$ cat config.mk
export PLATFORM = sky130hd
export DESIGN_NAME = sbox_share_ctrl
export DESIGN_NICKNAME = d
export VERILOG_FILES = /design/src/rtl/sbox_share_ctrl.sv
export SDC_FILE = /design/constraint.sdc
export NUM_CORES = 1
export LEC_CHECK = 0
export BUFFER_PORTS_ARGS = -buffer_cell sky130_fd_sc_hd__buf_2
export CORE_ASPECT_RATIO = 1.5
export CORE_MARGIN = 2
export CORE_UTILIZATION = 25
export DETAILED_ROUTE_END_ITERATION = 8
export GPL_TIMING_DRIVEN = 0
export MAX_ROUTING_LAYER = met4
export PLACE_DENSITY_LB_ADDON = 0.08
export SLEW_MARGIN = 20
export SYNTH_ARGS = -nofsm -noshare
export SYNTH_HDL_FRONTEND = slang
export SYNTH_SLANG_ARGS = --single-unit
$ cat constraint.sdc
create_clock -name clk -period 5.8 [get_ports clk]
set_input_delay 0 -clock clk [delete_from_list [all_inputs] [get_ports clk]]
set_output_delay 0 -clock clk [all_outputs]
set_load 0.02 [all_outputs]
$ cat src/rtl/sbox_share_ctrl.sv
// sbox_share_ctrl
// Time-multiplexes one external combinational AES S-box between the
// key-schedule requester (k_*) and the round datapath requester (d_*).
// An accepted word is pushed through the S-box one byte per cycle
// (byte 0 = bits 7:0 first). The substituted word is then returned
// together with a one-cycle valid pulse.
//
// Ports:
//   clk, rst                  rising-edge clock, async active-high reset
//   k_valid/k_word/k_ready    key-schedule request handshake
//   k_res/k_res_valid         substituted key word + one-cycle pulse
//   d_valid/d_word/d_ready    datapath request handshake
//   d_res/d_res_valid         substituted datapath word + one-cycle pulse
//   sbox_addr/sbox_data       shared S-box input byte / output byte
//   busy                      high while a word is in flight (RUN, DONE)
module sbox_share_ctrl #(
  parameter int NB        = 4,
  parameter bit KEY_FIRST = 1'b1
) (
  input  logic            clk,
  input  logic            rst,
  input  logic            k_valid,
  input  logic [8*NB-1:0] k_word,
  output logic            k_ready,
  output logic [8*NB-1:0] k_res,
  output logic            k_res_valid,
  input  logic            d_valid,
  input  logic [8*NB-1:0] d_word,
  output logic            d_ready,
  output logic [8*NB-1:0] d_res,
  output logic            d_res_valid,
  output logic [7:0]      sbox_addr,
  input  logic [7:0]      sbox_data,
  output logic            busy
);

  localparam int         W    = 8 * NB;
  localparam logic [2:0] LAST = 3'(NB - 1);

  typedef enum logic [1:0] {
    IDLE,
    RUN,
    DONE
  } state_t;

  state_t       state, state_nxt;
  logic [W-1:0] word_reg;
  logic [W-1:0] res_reg;
  logic [W-1:0] res_nxt;
  logic [2:0]   idx;
  logic         owner_key;  // 1: word in flight belongs to key requester
  logic         last_key;   // 1: most recent grant went to key requester

  always_ff @(posedge clk or posedge rst) begin
    if (rst) state <= IDLE;
    else     state <= state_nxt;
  end

  always_comb begin
    state_nxt   = state;
    k_ready     = 1'b0;
    d_ready     = 1'b0;
    k_res_valid = 1'b0;
    d_res_valid = 1'b0;
    busy        = 1'b0;
    sbox_addr   = '0;
    res_nxt     = res_reg;
    case (state)
      IDLE: begin
        // On a tie the requester that was not served last wins.
        k_ready = k_valid & (~d_valid | ~last_key);
        d_ready = d_valid & (~k_valid | last_key);
        if (k_ready | d_ready) state_nxt = RUN;
      end
      RUN: begin
        busy                 = 1'b1;
        sbox_addr            = word_reg[8*idx +: 8];
        res_nxt[8*idx +: 8]  = sbox_data;
        if (idx == LAST) state_nxt = DONE;
      end
      DONE: begin
        busy        = 1'b1;
        k_res_valid = owner_key;
        d_res_valid = ~owner_key;
        state_nxt   = IDLE;
      end
      default: state_nxt = IDLE;
    endcase
  end

  always_ff @(posedge clk or posedge rst) begin
    if (rst) begin
      word_reg  <= '0;
      res_reg   <= '0;
      idx       <= '0;
      owner_key <= 1'b0;
      last_key  <= ~KEY_FIRST;
      k_res     <= '0;
      d_res     <= '0;
    end else begin
      case (state)
        IDLE: begin
          if (k_ready | d_ready) begin
            word_reg  <= k_ready ? k_word : d_word;
            owner_key <= k_ready;
            last_key  <= k_ready;
            idx       <= '0;
          end
        end
        RUN: begin
          res_reg <= res_nxt;
          idx     <= idx + 3'd1;
          // The owner's result register is loaded on the edge into DONE
          // (including the last byte) so it is already valid while the
          // res_valid pulse is high.
          if (idx == LAST) begin
            if (owner_key) k_res <= res_nxt;
            else           d_res <= res_nxt;
          end
        end
        default: ;
      endcase
    end
  end

endmodule

==> impl_metrics.xml <==
<?xml version="1.0" encoding="UTF-8"?>
<metrics>
  <group name="outcome">
    <metric name="outcome" unit="">finished clean</metric>
  </group>
  <group name="setup_path">
    <metric name="worst_path_max_delay_cell" unit="">sky130_fd_sc_hd__or4b_1</metric>
    <metric name="flop2flop_setup_slack" unit="ns">2.70</metric>
    <metric name="regToRegEndpoint" unit="">k_res[5]</metric>
    <metric name="timing.critical_path.buf_inv" unit="">4</metric>
    <metric name="r2r_start" unit="">idx[1]</metric>
    <metric name="family_with_the_most_delay_on_the_worst_path" unit="">buffers and inverters</metric>
    <metric name="critical_path_class" unit="">flip-flop to flip-flop</metric>
    <metric name="timing.critical_path.mode_cell" unit="">sky130_fd_sc_hd__ha_1</metric>
    <metric name="max_stage_delay" unit="ns">0.52</metric>
    <metric name="critPathLaunchType" unit="">flip-flop</metric>
    <metric name="worstPathRequired" unit="ns">6.08</metric>
    <metric name="worstPathMaxFanout" unit="">10</metric>
    <metric name="ff2ff_path_depth" unit="">9</metric>
    <metric name="setup.worst_path.end_class" unit="">flip-flop</metric>
    <metric name="cp_startpoint" unit="">idx[1]</metric>
    <metric name="path_cells" unit="">buf_1 &gt; inv_1 &gt; ha_1 &gt; ha_1 &gt; buf_6 &gt; or4b_1 &gt; clkbuf_1 &gt; o21ai_0 &gt; a31oi_1</metric>
    <metric name="worstPathArrival" unit="ns">3.37</metric>
  </group>
  <group name="global_routing">
    <metric name="grt.total_usage" unit="">0.171</metric>
    <metric name="antenna_found_initial" unit="">0</metric>
    <metric name="grt_max_degree" unit="">100</metric>
    <metric name="grt_most_used_layer" unit="">met2</metric>
    <metric name="grt_pass1_wl" unit="µm">32500</metric>
    <metric name="overflow" unit="">0</metric>
    <metric name="met3_usage" unit="">0.0331</metric>
    <metric name="grt.met2_usage" unit="">0.311</metric>
    <metric name="vias_in_the_first_global_route" unit="">5958</metric>
    <metric name="global_route.usage.met1" unit="">0.180</metric>
  </group>
  <group name="clock_network">
    <metric name="path_clk_slew" unit="ns">0.06</metric>
    <metric name="postCtsResizedCells" unit="">0</metric>
    <metric name="clock_sinks" unit="">134</metric>
    <metric name="cts-htree-levels" unit="">4</metric>
    <metric name="tritoncts" unit="">done</metric>
    <metric name="clk_buf_depth" unit="">2</metric>
    <metric name="tritoncts.num_buffers" unit="">17</metric>
    <metric name="clkLatencyLatePin" unit="ns">0.43</metric>
    <metric name="ctsRootBufferMaster" unit="">sky130_fd_sc_hd__clkbuf_16</metric>
  </group>
  <group name="route">
    <metric name="via_count" unit="">5602</metric>
    <metric name="drt_pre_antenna_iters" unit="">4</metric>
    <metric name="antenna_left" unit="">0</metric>
    <metric name="drt_iter0_drc" unit="">282</metric>
    <metric name="drt-wirelength-per-cell" unit="µm">17.4</metric>
    <metric name="routed_via_density" unit="">4.73</metric>
    <metric name="detail_route.drc_violations" unit="">0</metric>
    <metric name="wl" unit="µm">20600</metric>
  </group>
  <group name="logic_synthesis">
    <metric name="synth-simple-area-share" unit="">0.147</metric>
    <metric name="synth_top_family_by_area" unit="">compound AO/OA/AOI/OAI gates</metric>
    <metric name="synth.net_count" unit="">692</metric>
    <metric name="synth-warning-count" unit="">0</metric>
    <metric name="syn_inst" unit="">606</metric>
    <metric name="netlist-cell-type-count" unit="">41</metric>
    <metric name="synth_top_area_share" unit="">0.553</metric>
    <metric name="synth-compound-area-share" unit="">0.190</metric>
    <metric name="synthAdderAreaFrac" unit="">0.0206</metric>
    <metric name="synth_common_cells" unit="">134 x sky130_fd_sc_hd__dfrtp_1, 83 x sky130_fd_sc_hd__nor2_1, 74 x sky130_fd_sc_hd__o21ai_0, 48 x sky130_fd_sc_hd__a31oi_1, 42 x sky130_fd_sc_hd__nand3_1</metric>
    <metric name="yosys-mux-area-fraction" unit="">0.0476</metric>
    <metric name="syn_area" unit="µm²">6070</metric>
    <metric name="post-synth-top-count-cell" unit="">sky130_fd_sc_hd__dfrtp_1</metric>
    <metric name="synth-async-reset-ratio" unit="">1.00</metric>
    <metric name="seq_area_frac_synth" unit="">0.553</metric>
    <metric name="biggest_area_contributors_in_the_synthesized_netlist" unit="">sky130_fd_sc_hd__dfrtp_1 55%, sky130_fd_sc_hd__o21ai_0 6.1%, sky130_fd_sc_hd__nor2_1 5.1%, sky130_fd_sc_hd__a31oi_1 4.9%, sky130_fd_sc_hd__nand3_1 3.5%</metric>
    <metric name="synth-seq-cells" unit="">134</metric>
    <metric name="synth_ff_type" unit="">sky130_fd_sc_hd__dfrtp_1</metric>
    <metric name="post-synth-top-area-cell" unit="">sky130_fd_sc_hd__dfrtp_1</metric>
    <metric name="synth_enable_flop_cells" unit="">0</metric>
    <metric name="post_synthesis_share_of_cell_area_spent_on_xor_and_xnor_gates" unit="">0</metric>
    <metric name="synthesis.area_per_instance" unit="µm²">10.0</metric>
  </group>
  <group name="timing">
    <metric name="max_slew_margin" unit="">0.560</metric>
    <metric name="setup-tns-final" unit="ns">0</metric>
    <metric name="drv_slew" unit="">0</metric>
    <metric name="worst_slack" unit="ns">2.70</metric>
    <metric name="worst_slew_pin_slew" unit="ns">0.657</metric>
    <metric name="setup-violations-final" unit="">0</metric>
    <metric name="min_period_over_period" unit="">0.534</metric>
    <metric name="highest_clock_frequency_the_design_can_meet" unit="MHz">323</metric>
    <metric name="fin_worst_skew" unit="ns">0.00857</metric>
    <metric name="finalHoldViolations" unit="">0</metric>
    <metric name="min_period" unit="ns">3.10</metric>
    <metric name="worst_hold_slack" unit="ns">0.0495</metric>
    <metric name="grt_setup_unrepaired" unit="">no</metric>
  </group>
  <group name="layout">
    <metric name="diodes" unit="">0</metric>
    <metric name="n_fill_cell" unit="">2466</metric>
    <metric name="areaGrowthSynthToFinish" unit="%">41.9</metric>
    <metric name="design.final.nets" unit="">938</metric>
    <metric name="post-route-util" unit="">0.363</metric>
    <metric name="post_route_cells_drive_above_1_share" unit="">0.253</metric>
    <metric name="layout.cell_area.non_filler" unit="µm²">8610</metric>
    <metric name="post_layout_nonfiller_instances" unit="">1184</metric>
  </group>
  <group name="place">
    <metric name="routabilityCongestion" unit="">0.797</metric>
    <metric name="place_ws" unit="ns">2.66</metric>
    <metric name="detailed_place.area" unit="µm²">7260</metric>
    <metric name="port_buffers" unit="">152</metric>
    <metric name="dpl.hpwl" unit="µm">15100</metric>
    <metric name="place.detailed.instances" unit="">1078</metric>
  </group>
  <group name="min_path">
    <metric name="holdCritPathClass" unit="">primary input to flip-flop</metric>
    <metric name="min_delay_path_depth" unit="">4</metric>
    <metric name="hold_end" unit="">idx[0]</metric>
    <metric name="worst_hold_startpoint" unit="">k_valid</metric>
  </group>
  <group name="run">
    <metric name="cap_violations" unit="">0</metric>
  </group>
  <group name="floorplanning">
    <metric name="die-height" unit="µm">195</metric>
    <metric name="fp.dieW" unit="µm">131</metric>
    <metric name="std_cell_rows" unit="">69</metric>
    <metric name="die_area" unit="µm²">25600</metric>
    <metric name="ioPinCount" unit="">153</metric>
    <metric name="floorplan.initialDensity" unit="">0.256</metric>
    <metric name="fp.coreArea" unit="µm²">23700</metric>
  </group>
  <group name="pwr">
    <metric name="vdd_ir_drop_max" unit="mV">0.235</metric>
    <metric name="total_power" unit="mW">4.99</metric>
    <metric name="power_density" unit="nW/µm²">579</metric>
    <metric name="power.leakage" unit="nW">3.71</metric>
  </group>
</metrics>
## placed cells by master, fill, tap and decap left out, types with 4 or more instances in the layout
cell                            count
sky130_fd_sc_hd__nand3_1           42
sky130_fd_sc_hd__dlygate4sd3_1     74
sky130_fd_sc_hd__nor2_1            83
sky130_fd_sc_hd__buf_2            159
sky130_fd_sc_hd__and3_1            10
sky130_fd_sc_hd__nand2_1           40
sky130_fd_sc_hd__clkinv_2           4
sky130_fd_sc_hd__dfrtp_1          134
sky130_fd_sc_hd__ha_1              10
sky130_fd_sc_hd__a22oi_1           16
sky130_fd_sc_hd__a32oi_1            8
sky130_fd_sc_hd__a21oi_1           33
sky130_fd_sc_hd__mux2_2             7
sky130_fd_sc_hd__o21ai_0           74
sky130_fd_sc_hd__buf_1              5
sky130_fd_sc_hd__mux4_2             8
sky130_fd_sc_hd__a22o_1             8
sky130_fd_sc_hd__a31oi_1           48
sky130_fd_sc_hd__inv_1              6
sky130_fd_sc_hd__clkbuf_1          38
sky130_fd_sc_hd__clkbuf_16         17
## cell families after synthesis
family / Yosys count
multiplexers: 17
buffers and inverters: 59
AO/OA/AOI/OAI: 194
AND/OR/NAND/NOR: 192
flip-flops: 134
adder cells (fa/ha/maj): 10
## report_power, final
group	leakage, nW	internal [mW]	switching (mW)	total, mW
clock network	0.296	0.698	0.420	1.12
logic	1.95	0.945	1.30	2.25
registers	1.46	1.35	0.269	1.62
total	3.71	2.99	1.99	4.99
## layout make-up
type	instances	area, µm²	share of cell area
buffer	52	233	0.0270
inverter	7	33.8	0.00392
tap	319	399	0.0464
clock buffer	20	457	0.0530
multi-input combinational	413	2450	0.285
timing repair buffer	227	1530	0.178
sequential	134	3350	0.389
clock inverter	12	151	0.0176
## how the worst max path moves through the flow
stage | end | slack, ns | cells after the start
6_report | k_res[5] | 2.70 | 9
2_1_floorplan | d_res[0] | 2.22 | 1
5_1_grt | k_res[5] | 2.43 | 9
3_5_place_dp | res_reg[6] | 2.66 | 8
4_1_cts | res_reg[7] | 2.64 | 8
3_3_place_gp | d_res[16] | 0.53 | 2
## per-layer routing
layer  part of all wire  wire length, µm  vias to the layer above
li1                   -                -                     2677
met1               0.38             7920                     2727
met2               0.54            11200                      169
met3              0.040              833                       29
met4              0.032              656                        0
met5                  0                0                        -
## timing repair
item                      4_1_cts  5_1_grt
hold endpoints to repair      199        0
hold buffers                   74        0
buffers inserted                0        0
## worst min-delay path, cell delays in order
cell	delay (ns)
sky130_fd_sc_hd__buf_2	0.13
sky130_fd_sc_hd__nor3b_1	0.08
sky130_fd_sc_hd__o21ai_0	0.14
sky130_fd_sc_hd__o21ai_0	0.07
Power figures use the tool's default switching activity.
